--- config.mk ---
export PLATFORM = sky130hd
export DESIGN_NAME = rgb_axis_packer
export DESIGN_NICKNAME = d
export VERILOG_FILES = /design/src/rtl/rgb_axis_pkg.sv /design/src/rtl/axis_word_fifo.sv /design/src/rtl/rgb_axis_packer.sv
export SDC_FILE = /design/constraint.sdc
export NUM_CORES = 1
export LEC_CHECK = 0
export ABC_AREA = 1
export CAP_MARGIN = 20
export CORE_ASPECT_RATIO = 2
export CORE_MARGIN = 3
export CORE_UTILIZATION = 40
export DETAILED_ROUTE_END_ITERATION = 10
export DONT_BUFFER_PORTS = 1
export HOLD_SLACK_MARGIN = 0.15
export PLACE_DENSITY_LB_ADDON = 0.2
export RECOVER_POWER = 50
export SETUP_SLACK_MARGIN = 0.05
export SLEW_MARGIN = 20
export SYNTH_ARGS = -nofsm -noshare
export SYNTH_HDL_FRONTEND = slang
export SYNTH_SLANG_ARGS = --single-unit
--- constraint.sdc ---
create_clock -name aclk -period 2.8 [get_ports aclk]
set_input_delay 0.56 -clock aclk [delete_from_list [all_inputs] [get_ports aclk]]
set_output_delay 0.56 -clock aclk [all_outputs]
set_load 0.03 [all_outputs]
--- src/rtl/rgb_axis_pkg.sv ---
// rtl/rgb_axis_pkg.sv - shared types and constants for the RGB888 to 32-bit stream packer
package rgb_axis_pkg;

  typedef enum logic [1:0] {PH0, PH1, PH2, PH3} phase_t;

  localparam logic [3:0] KEEP_FULL = 4'hF;
  localparam logic [3:0] KEEP_3B   = 4'h7;
  localparam logic [3:0] KEEP_2B   = 4'h3;
  localparam logic [3:0] KEEP_1B   = 4'h1;

  typedef struct packed {
    logic [31:0] tdata;
    logic [3:0]  tkeep;
    logic        tlast;
    logic        tuser;
  } word_t;

endpackage

--- src/rtl/axis_word_fifo.sv ---
// rtl/axis_word_fifo.sv - small register FIFO of output words, accepts up to two pushes per cycle
import rgb_axis_pkg::*;

module axis_word_fifo #(
  parameter int DEPTH = 2,
  localparam int CW = $clog2(DEPTH + 1),
  localparam int AW = $clog2(DEPTH)
) (
  input  logic          clk,
  input  logic          rst_n,
  input  logic          push_a,
  input  word_t         data_a,
  input  logic          push_b,
  input  word_t         data_b,
  input  logic          pop,
  output word_t         head,
  output logic          empty,
  output logic          full,
  output logic [CW-1:0] count
);

  word_t          mem [DEPTH];
  logic [AW-1:0]  wr_ptr;
  logic [AW-1:0]  rd_ptr;
  logic [CW-1:0]  n_push;

  // push_b is only ever raised together with push_a and lands in the following slot
  assign n_push = CW'(push_a) + CW'(push_b);

  always_ff @(posedge clk or negedge rst_n) begin
    if (!rst_n) begin
      for (int i = 0; i < DEPTH; i++) mem[i] <= '0;
      wr_ptr <= '0;
      rd_ptr <= '0;
      count  <= '0;
    end else begin
      if (push_a) mem[wr_ptr] <= data_a;
      if (push_b) mem[wr_ptr + AW'(1)] <= data_b;
      wr_ptr <= wr_ptr + AW'(n_push);
      if (pop) rd_ptr <= rd_ptr + AW'(1);
      count <= count + n_push - CW'(pop);
    end
  end

  assign head  = mem[rd_ptr];
  assign empty = (count == '0);
  assign full  = (count == CW'(DEPTH));

endmodule

--- src/rtl/rgb_axis_packer.sv ---
// rtl/rgb_axis_packer.sv - packs RGB888 pixels four-into-three 32-bit stream words with sof/eol framing
import rgb_axis_pkg::*;

module rgb_axis_packer #(
  parameter int FIFO_DEPTH = 2,
  parameter int CNT_W      = 16
) (
  input  logic             aclk,
  input  logic             aresetn,
  input  logic [7:0]       r,
  input  logic [7:0]       g,
  input  logic [7:0]       b,
  input  logic             valid,
  input  logic             sof,
  input  logic             eol,
  output logic             in_stream_ready,
  output logic [31:0]      out_stream_tdata,
  output logic [3:0]       out_stream_tkeep,
  output logic             out_stream_tlast,
  output logic             out_stream_tuser,
  output logic             out_stream_tvalid,
  input  logic             out_stream_tready,
  output logic [CNT_W-1:0] err_count
);

  localparam int CW = $clog2(FIFO_DEPTH + 1);

  phase_t        phase, phase_nxt, eff;
  logic [23:0]   residue, residue_nxt, res_eff;
  logic          sof_pend, sof_pend_nxt, pend_eff;
  logic          rdy_q;
  logic [23:0]   pixel;
  logic          accept;
  logic          push_a, push_b, pop;
  word_t         word_a, word_b, head;
  logic          empty, full;
  logic [CW-1:0] count;
  logic          err_sof, err_eol;
  logic [CNT_W:0] err_sum;

  assign pixel = {r, g, b};

  // A pixel arriving in PH1/PH2 may be a misaligned eol that needs two slots
  assign in_stream_ready = rdy_q &&
                           (((phase == PH1) || (phase == PH2)) ? (int'(count) + 2 <= FIFO_DEPTH)
                                                               : !full);
  assign accept = valid && in_stream_ready;
  assign pop    = !empty && out_stream_tready;

  always_ff @(posedge aclk or negedge aresetn) begin
    if (!aresetn) begin
      phase     <= PH0;
      residue   <= '0;
      sof_pend  <= 1'b0;
      rdy_q     <= 1'b0;
      err_count <= '0;
    end else begin
      phase     <= phase_nxt;
      residue   <= residue_nxt;
      sof_pend  <= sof_pend_nxt;
      rdy_q     <= 1'b1;
      err_count <= err_sum[CNT_W] ? {CNT_W{1'b1}} : err_sum[CNT_W-1:0];
    end
  end

  always_comb begin
    phase_nxt    = phase;
    residue_nxt  = residue;
    sof_pend_nxt = sof_pend;
    push_a       = 1'b0;
    push_b       = 1'b0;
    word_a       = '0;
    word_b       = '0;
    err_sof      = 1'b0;
    err_eol      = 1'b0;
    eff          = phase;
    res_eff      = residue;
    pend_eff     = sof_pend;
    if (accept) begin
      // sof wins first: any partial word of the old frame is abandoned
      if (sof) begin
        err_sof  = (phase != PH0);
        eff      = PH0;
        res_eff  = '0;
        pend_eff = 1'b1;
      end
      err_eol = eol && (eff != PH3);
      case (eff)
        PH0: begin
          if (eol) begin
            push_a       = 1'b1;
            word_a.tdata = {8'h00, pixel};
            word_a.tkeep = KEEP_3B;
            word_a.tlast = 1'b1;
            word_a.tuser = pend_eff;
            sof_pend_nxt = 1'b0;
            residue_nxt  = '0;
            phase_nxt    = PH0;
          end else begin
            sof_pend_nxt = pend_eff;
            residue_nxt  = pixel;
            phase_nxt    = PH1;
          end
        end
        PH1: begin
          push_a       = 1'b1;
          word_a.tdata = {pixel[7:0], res_eff};
          word_a.tkeep = KEEP_FULL;
          word_a.tuser = pend_eff;
          sof_pend_nxt = 1'b0;
          if (eol) begin
            push_b       = 1'b1;
            word_b.tdata = {16'h0000, pixel[23:8]};
            word_b.tkeep = KEEP_2B;
            word_b.tlast = 1'b1;
            residue_nxt  = '0;
            phase_nxt    = PH0;
          end else begin
            residue_nxt  = {8'h00, pixel[23:8]};
            phase_nxt    = PH2;
          end
        end
        PH2: begin
          push_a       = 1'b1;
          word_a.tdata = {pixel[15:0], res_eff[15:0]};
          word_a.tkeep = KEEP_FULL;
          word_a.tuser = pend_eff;
          sof_pend_nxt = 1'b0;
          if (eol) begin
            push_b       = 1'b1;
            word_b.tdata = {24'h000000, pixel[23:16]};
            word_b.tkeep = KEEP_1B;
            word_b.tlast = 1'b1;
            residue_nxt  = '0;
            phase_nxt    = PH0;
          end else begin
            residue_nxt  = {16'h0000, pixel[23:16]};
            phase_nxt    = PH3;
          end
        end
        PH3: begin
          push_a       = 1'b1;
          word_a.tdata = {pixel, res_eff[7:0]};
          word_a.tkeep = KEEP_FULL;
          word_a.tlast = eol;
          word_a.tuser = pend_eff;
          sof_pend_nxt = 1'b0;
          residue_nxt  = '0;
          phase_nxt    = PH0;
        end
      endcase
    end
  end

  assign err_sum = {1'b0, err_count} + {{(CNT_W-1){1'b0}}, ({1'b0, err_sof} + {1'b0, err_eol})};

  axis_word_fifo #(.DEPTH(FIFO_DEPTH)) u_fifo (
    .clk    (aclk),
    .rst_n  (aresetn),
    .push_a (push_a),
    .data_a (word_a),
    .push_b (push_b),
    .data_b (word_b),
    .pop    (pop),
    .head   (head),
    .empty  (empty),
    .full   (full),
    .count  (count)
  );

  assign out_stream_tdata  = head.tdata;
  assign out_stream_tkeep  = head.tkeep;
  assign out_stream_tlast  = head.tlast;
  assign out_stream_tuser  = head.tuser;
  assign out_stream_tvalid = !empty;

endmodule

==> metrics.txt, run 1 <==
status=complete, but fails checks; violated checks=negative hold slack; Worst-Skew Late Latency=0.44 ns; Syn Inst Count=1112; vias in the first global route=7230; CTS tree=done; Die Y=200.9 microns; PortBufs=0; CP bufs+invs=4; CP top delay family=simple AND/OR/NAND/NOR gates; total wire length=25.31 mm; Ant. Diodes=0; Post-Syn Area=7596 sq um; finished layout cell area=8661 sq um; Setup crit end kind=flop; core area=18480 sq um; YS warnings=0; crit share post-route=0.9240; most common cell in the synthesized netlist=nand2_1; pwr/cell area=1071 nW/um^2; tightest hold margin=-0.1711 ns; Final Util=0.4687; layout cells sized above 1=0.09920; crit path cell chain=inv_2 > ha_4 > nand2_4 > nand3_4 > nor2_4 > nand2_1 > or2_4 > fa_2 > inv_2 > ha_4 > inv_2 > nor2_4 > nand3_4 > inv_2 > nand2_8 > nand3b_1; Hold Path Class=in -> async; final setup skew=0.01089 ns; cell chosen for the clock root=clkbuf_16; Synth top area share=0.4085; 1st-iter DRT viols=507; Final Hold Fails=124; Peak Freq=386.5 MHz; actual slew at the worst max-slew pin=0.5559 ns; total congestion overflow=0; Final Critical Period=2.587 ns; Critical-path top delay cell=dfrtp_1; die width=103.4 microns; detailed-route DRC error count=0; Die Footprint=20780 sq um; Avg Inst Size Synth=6.831 sq um; Post-synth EDFFs=0; sequential element share of the synthesized area=0.4085; first-pass GRT wire length=39.99 mm; initial core utilization=0.4110; slowest cell delay on critical path=0.37 ns; ANT nets after route=0; Peak VDD IR=0.0005002 V; Nets=1160; via density per instance=5.318; Synth area leader=dfrtp_1; crit path max fanout=14; max_slew headroom=0.6266; # H-tree levels=4; Final Max Slew Viols=0; critical path depth in cells=16; Max Root-Sink Buffers=2; Layout area overhead=14.02%; TritonCTS Sinks=124; GP Congestion=0.9275; Top Ports=86; FF-to-FF path depth=16; DP Area=8036 sq um; Post-synth top cells=nand2_1, dfrtp_1, inv_1; clock slew at reported path FFs=0.06 ns; TritonCTS buffer count=17; Leak=4.343 nW; syn_nets=1153; Setup violations, final=0; maxcap violations=0; CP most frequent cell=inv_2; Synth cell types=34; Worst Path Arrival=2.96 ns; RSZ-0062 raised after global routing=false; Pre-Repair DR Iteration Count=5; Routed WL per cell=18.33 microns; post-DP HPWL=17.98 mm; synth top area cells=dfrtp_1, nand2_1, nand3_1, inv_1, o21ai_0; asr flop ratio synth=1.000; via count=7344; Yosys reg bits=124; Post-synth top flop=dfrtp_1; antenna violations before repair=0; Startpoint Class=flop; cell row count=70; kind of critical path=reg -> reg; GRT Total Usage=0.2531; CP Data Required Time=3.17 ns; largest net degree at the start of global routing=125
-- what timing repair did --
action | in CTS | in global routing
endpoints found under the hold margin | 124 | 124
pin swaps | 0 | 6
resized for setup | 3 | 11
setup buffers | 0 | 3
setup endpoints to repair | 14 | 16
-- cells in the final DEF, fill, tap and decap left out, drive strengths merged, types with 7 or more instances in the layout --
cell / Yosys / routed
a21oi: 36 / 36
buf: 35 / 50
clkbuf: 27 / 21
dfrtp: 124 / 124
ha: 10 / 10
inv: 123 / 123
nand2: 372 / 372
nand3: 114 / 114
nand4: 10 / 10
nor2: 111 / 111
nor3: 11 / 11
o211ai: 8 / 8
o21ai: 91 / 91
o221ai: 8 / 8
o22ai: 7 / 7
xor2: 7 / 7
-- metrics by stage --
stage / hold slack (ns) / setup slack (ns) / TNS [ns] / power [W] / cells
global route: -0.1822 / 0.02057 / 0 / 0.009945 / 1381
CTS: -0.1839 / 0.08058 / 0 / 0.009302 / 1378
floorplan: 0.2644 / 0.02868 / 0 / 0.006008 / 1112
detailed placement: 0.2703 / -0.04650 / -0.1340 / 0.007204 / 1349
global placement: 0.2714 / 0.07068 / 0 / 0.007154 / 1349
finish: -0.1711 / 0.2129 / 0 / 0.009276 / 1381
-- power by group --
| group | switching (W) | leakage, nW | internal, W |
|---|---|---|---|
| Clock | 0.000812 | 0.266 | 0.00126 |
| Combinational | 0.00290 | 2.57 | 0.00128 |
| Sequential | 0.000484 | 1.50 | 0.00254 |
| Total | 0.00420 | 4.34 | 0.00508 |
-- flip-flops by register name, summed over array words and instances (netlist names) --
| name | count |
|---|---|
| u_fifo.wr_ptr | 1 |
| u_fifo.mem | 76 |
| residue | 24 |
| u_fifo.rd_ptr | 1 |
| u_fifo.count | 2 |
| phase | 2 |
| sof_pend | 1 |
| rdy_q | 1 |
| err_count | 16 |
-- cells by family (layout without fill, tap and decap cells) --
| family | count (synthesis) | count (layout) | share of synthesized area |
|---|---|---|---|
| buffers and inverters | 186 | 203 | 0.1013 |
| and+or+nand+nor | 624 | 624 | 0.3471 |
| DFF | 124 | 124 | 0.4085 |
| other | 1 | 1 | 0.0004937 |
| AOI/OAI and AO/OA | 156 | 156 | 0.1120 |
| adders and majority gates | 11 | 11 | 0.01911 |
| xor gates and xnor gates | 10 | 10 | 0.01153 |
-- metal layers --
layer | global-route usage | part of all wire | wire (microns) | up-vias
li1 | - | - | - | 3533
met4 | 0.1408 | 0.062 | 1561 | 0
met5 | 0 | 0 | 0 | -
met2 | 0.4096 | 0.51 | 12850 | 260
met1 | 0.2958 | 0.36 | 9110 | 3473
met3 | 0.06643 | 0.070 | 1781 | 78
-- final cells by class --
cell class / count / area [sq um]
inverters: 124 / 465.4
multi-input cells: 802 / 3822
repair buffers: 50 / 412.9
flip-flops and latches: 124 / 3104
clock buffers: 21 / 470.5
fillers: 1948 / 9819
well taps: 252 / 315.3
clock inverters: 8 / 70.07
-- path summary, 6_finish.rpt --
check / from / to / slack [ns]
min: aresetn / u_fifo.mem[14] / -0.17
max: phase[0] / err_count[13] / 0.21
max in group asynchronous: aresetn / residue[16] / 2.77
max reg2reg: phase[0] / err_count[13] / 0.21
min reg2reg: u_fifo.mem[4] / u_fifo.mem[4] / 0.48
min in group aclk: r[1] / u_fifo.mem[53] / 0.27
Note: power is estimated with default switching activity, not from simulation.
==> inputs of run 2 (changes only) <==
--- a/config.mk
+++ b/config.mk
@@ -7,8 +7,10 @@
 export LEC_CHECK = 0
 export ABC_AREA = 1
 export CAP_MARGIN = 20
+export CELL_PAD_IN_SITES_DETAIL_PLACEMENT = 0
+export CELL_PAD_IN_SITES_GLOBAL_PLACEMENT = 1
 export CORE_ASPECT_RATIO = 2
-export CORE_MARGIN = 3
+export CORE_MARGIN = 2
 export CORE_UTILIZATION = 40
 export DETAILED_ROUTE_END_ITERATION = 10
 export DONT_BUFFER_PORTS = 1
==> run 2 against run 1 <==
- the run still ends with negative hold slack left
- first-iteration DRC count shrank 49%
- worst setup slack lost 0.0042 ns
- combinational power grew 2%
- hold slack gained 0.011 ns
- via count shrank 2.7%
- critical path type unchanged
==> metrics.txt, run 2 (synthesized netlist as in run 1, its figures left out) <==
initial core utilization=0.4052; Worst-Skew Late Latency=0.42 ns; post-DP HPWL=18.52 mm; ANT nets after route=0; # H-tree levels=4; via density per instance=5.115; total congestion overflow=0; final setup skew=0.009731 ns; commonest non-fill, non-tap cells in the layout=nand2_1, dfrtp_1, inv_1; Int Power=0.005172 W; CP Data Required Time=3.16 ns; Crit. Startpoint=phase[0]; largest net degree at the start of global routing=125; cell row count=71; first-pass GRT wire length=40.52 mm; cell chosen for the clock root=clkbuf_16; detailed-route DRC error count=0; CTS tree=done; tightest hold margin=-0.1606 ns; Die Y=198.9 microns; Peak VDD IR=0.0004214 V; capturing point of the worst reg2reg path=err_count[8]; post-route setup TNS=0 ns; Layout area overhead=15.85%; TritonCTS Sinks=124; switching part of the total power=0.4535; status=complete, but fails checks; most flop-heavy register=u_fifo.mem; Max Root-Sink Buffers=2; area occupied by multi-input gates=3806 sq um; TritonCTS buffer count=17; Top Ports=86; PortBufs=0; Final Util=0.4695; clock slew at reported path FFs=0.06 ns; Setup crit end kind=flop; via count=7145; Setup violations, final=0; total wire length=25.73 mm; actual slew at the worst max-slew pin=0.6053 ns; antenna violations before repair=0; Final Critical Period=2.591 ns; pwr/cell area=1076 nW/um^2; register share of total power=0.317; finished layout cell area=8800 sq um; Ant. Diodes=0; 1st-iter DRT viols=258; kind of critical path=reg -> reg; DP Area=8135 sq um; Die Footprint=20170 sq um; Routed WL per cell=18.42 microns; crit path max fanout=14; R2R setup slack=0.21 ns; Worst Path Arrival=2.95 ns; Final Max Slew Viols=0; maxcap violations=0; FF+latch area=3103 sq um; clock power share=0.233; GP Congestion=0.9346; worst setup path end=err_count[8]; most common cell after layout, fill and taps aside=nand2_1; GRT Total Usage=0.2683; Leak=4.427 nW; Pre-Repair DR Iteration Count=5; sw power=0.004293 W; combinational power share=0.450; Peak Freq=385.9 MHz; die width=101.4 microns; RSZ-0062 raised after global routing=false; Fillers=1958; FF-to-FF path depth=16; layout cells sized above 1=0.1033; Hold Path Class=in -> async; max reg flops=76; Startpoint Class=flop; max_slew headroom=0.5964; Top Registers=u_fifo.mem x76, residue x24, err_count x16; vias in the first global route=7106; crit share post-route=0.9255; core area=18740 sq um; violated checks=negative hold slack; Final Hold Fails=124; reg2reg start=phase[0]; Nets=1170
run 2: cell types whose count changed in the layout (fill, tap and decap cells not counted), moves of 3 or more:
cell,change
clkinv_4,+3
clkbuf_8,-3
buf_4,+3
buf_12,+4
run 2: cell type report:
class                   count  share of cell area
inverters                 124             0.05289
flip-flops and latches    124              0.3526
multi-input cells         802              0.4325
clock inverters            14             0.01664
well taps                 255             0.03626
clock buffers              18             0.04877
repair buffers             60             0.06029
run 2: timing repair:
action	4_1_cts	5_1_grt
endpoints found under the setup margin	14	16
setup buffers	0	7
resized for setup	2	8
endpoints found under the hold margin	124	124
pin swaps	0	5
run 2: power by group through the flow:
stage,sequential (W),combinational (W),clock (W)
finish,0.00300,0.00426,0.00220
global route,0.00309,0.00476,0.00230
CTS,0.00300,0.00428,0.00224
detailed placement,0.00303,0.00425,0
global placement,0.00301,0.00422,0
floorplan,0.00289,0.00312,0
run 2: metal layers:
metal,global-route usage,up-vias,share of wire
met2,0.4800,178,0.54
met5,0,-,0
met1,0.2997,3357,0.38
met3,0.04954,46,0.043
met4,0.1286,0,0.040
li1,-,3564,-
run 2: how the worst min path moves through the flow:
stage	start	endpoint	slack [ns]	cells after the start
after floorplan	aresetn	err_count[0]	0.26	0
after global placement	aresetn	u_fifo.rd_ptr	0.27	0
after detailed placement	aresetn	u_fifo.rd_ptr	0.27	0
after CTS	aresetn	sof_pend	-0.18	0
after global routing	aresetn	err_count[13]	-0.19	0
final	aresetn	err_count[13]	-0.16	0
run 2: critical path, stage by stage, from the launching register on:
cell and delay (ns):
dfrtp_1 0.38, inv_1 0.11, ha_4 0.23, nand2_4 0.07, nand3_4 0.09, nor2_4 0.11, nand2_1 0.07, or2_4 0.23
fa_2 0.37, inv_2 0.07, ha_4 0.14, inv_1 0.06, nor2_4 0.17, nand3_4 0.10, inv_2 0.09, nand2_4 0.11
nand3b_1 0.12
run 2: metrics by stage:
stage          setup WS, ns  hold WS [ns]  total power [W]  instances
2_1_floorplan       0.02868        0.2644         0.006008       1112
6_report             0.2087       -0.1606         0.009465       1397
5_1_grt             0.03708       -0.1880          0.01015       1397
4_1_cts             0.08216       -0.1834         0.009514       1390
3_3_place_gp        0.06433        0.2722         0.007229       1358
3_5_place_dp       0.002021        0.2713         0.007280       1358
==> inputs of run 3 (changes only) <==
--- a/config.mk
+++ b/config.mk
@@ -14,7 +14,7 @@
 export CORE_UTILIZATION = 40
 export DETAILED_ROUTE_END_ITERATION = 10
 export DONT_BUFFER_PORTS = 1
-export HOLD_SLACK_MARGIN = 0.15
+export HOLD_SLACK_MARGIN = 0.06
 export PLACE_DENSITY_LB_ADDON = 0.2
 export RECOVER_POWER = 50
 export SETUP_SLACK_MARGIN = 0.05
==> results of run 3 <==
Same layout as run 2: the final DEF is identical, and so are final timing and power.
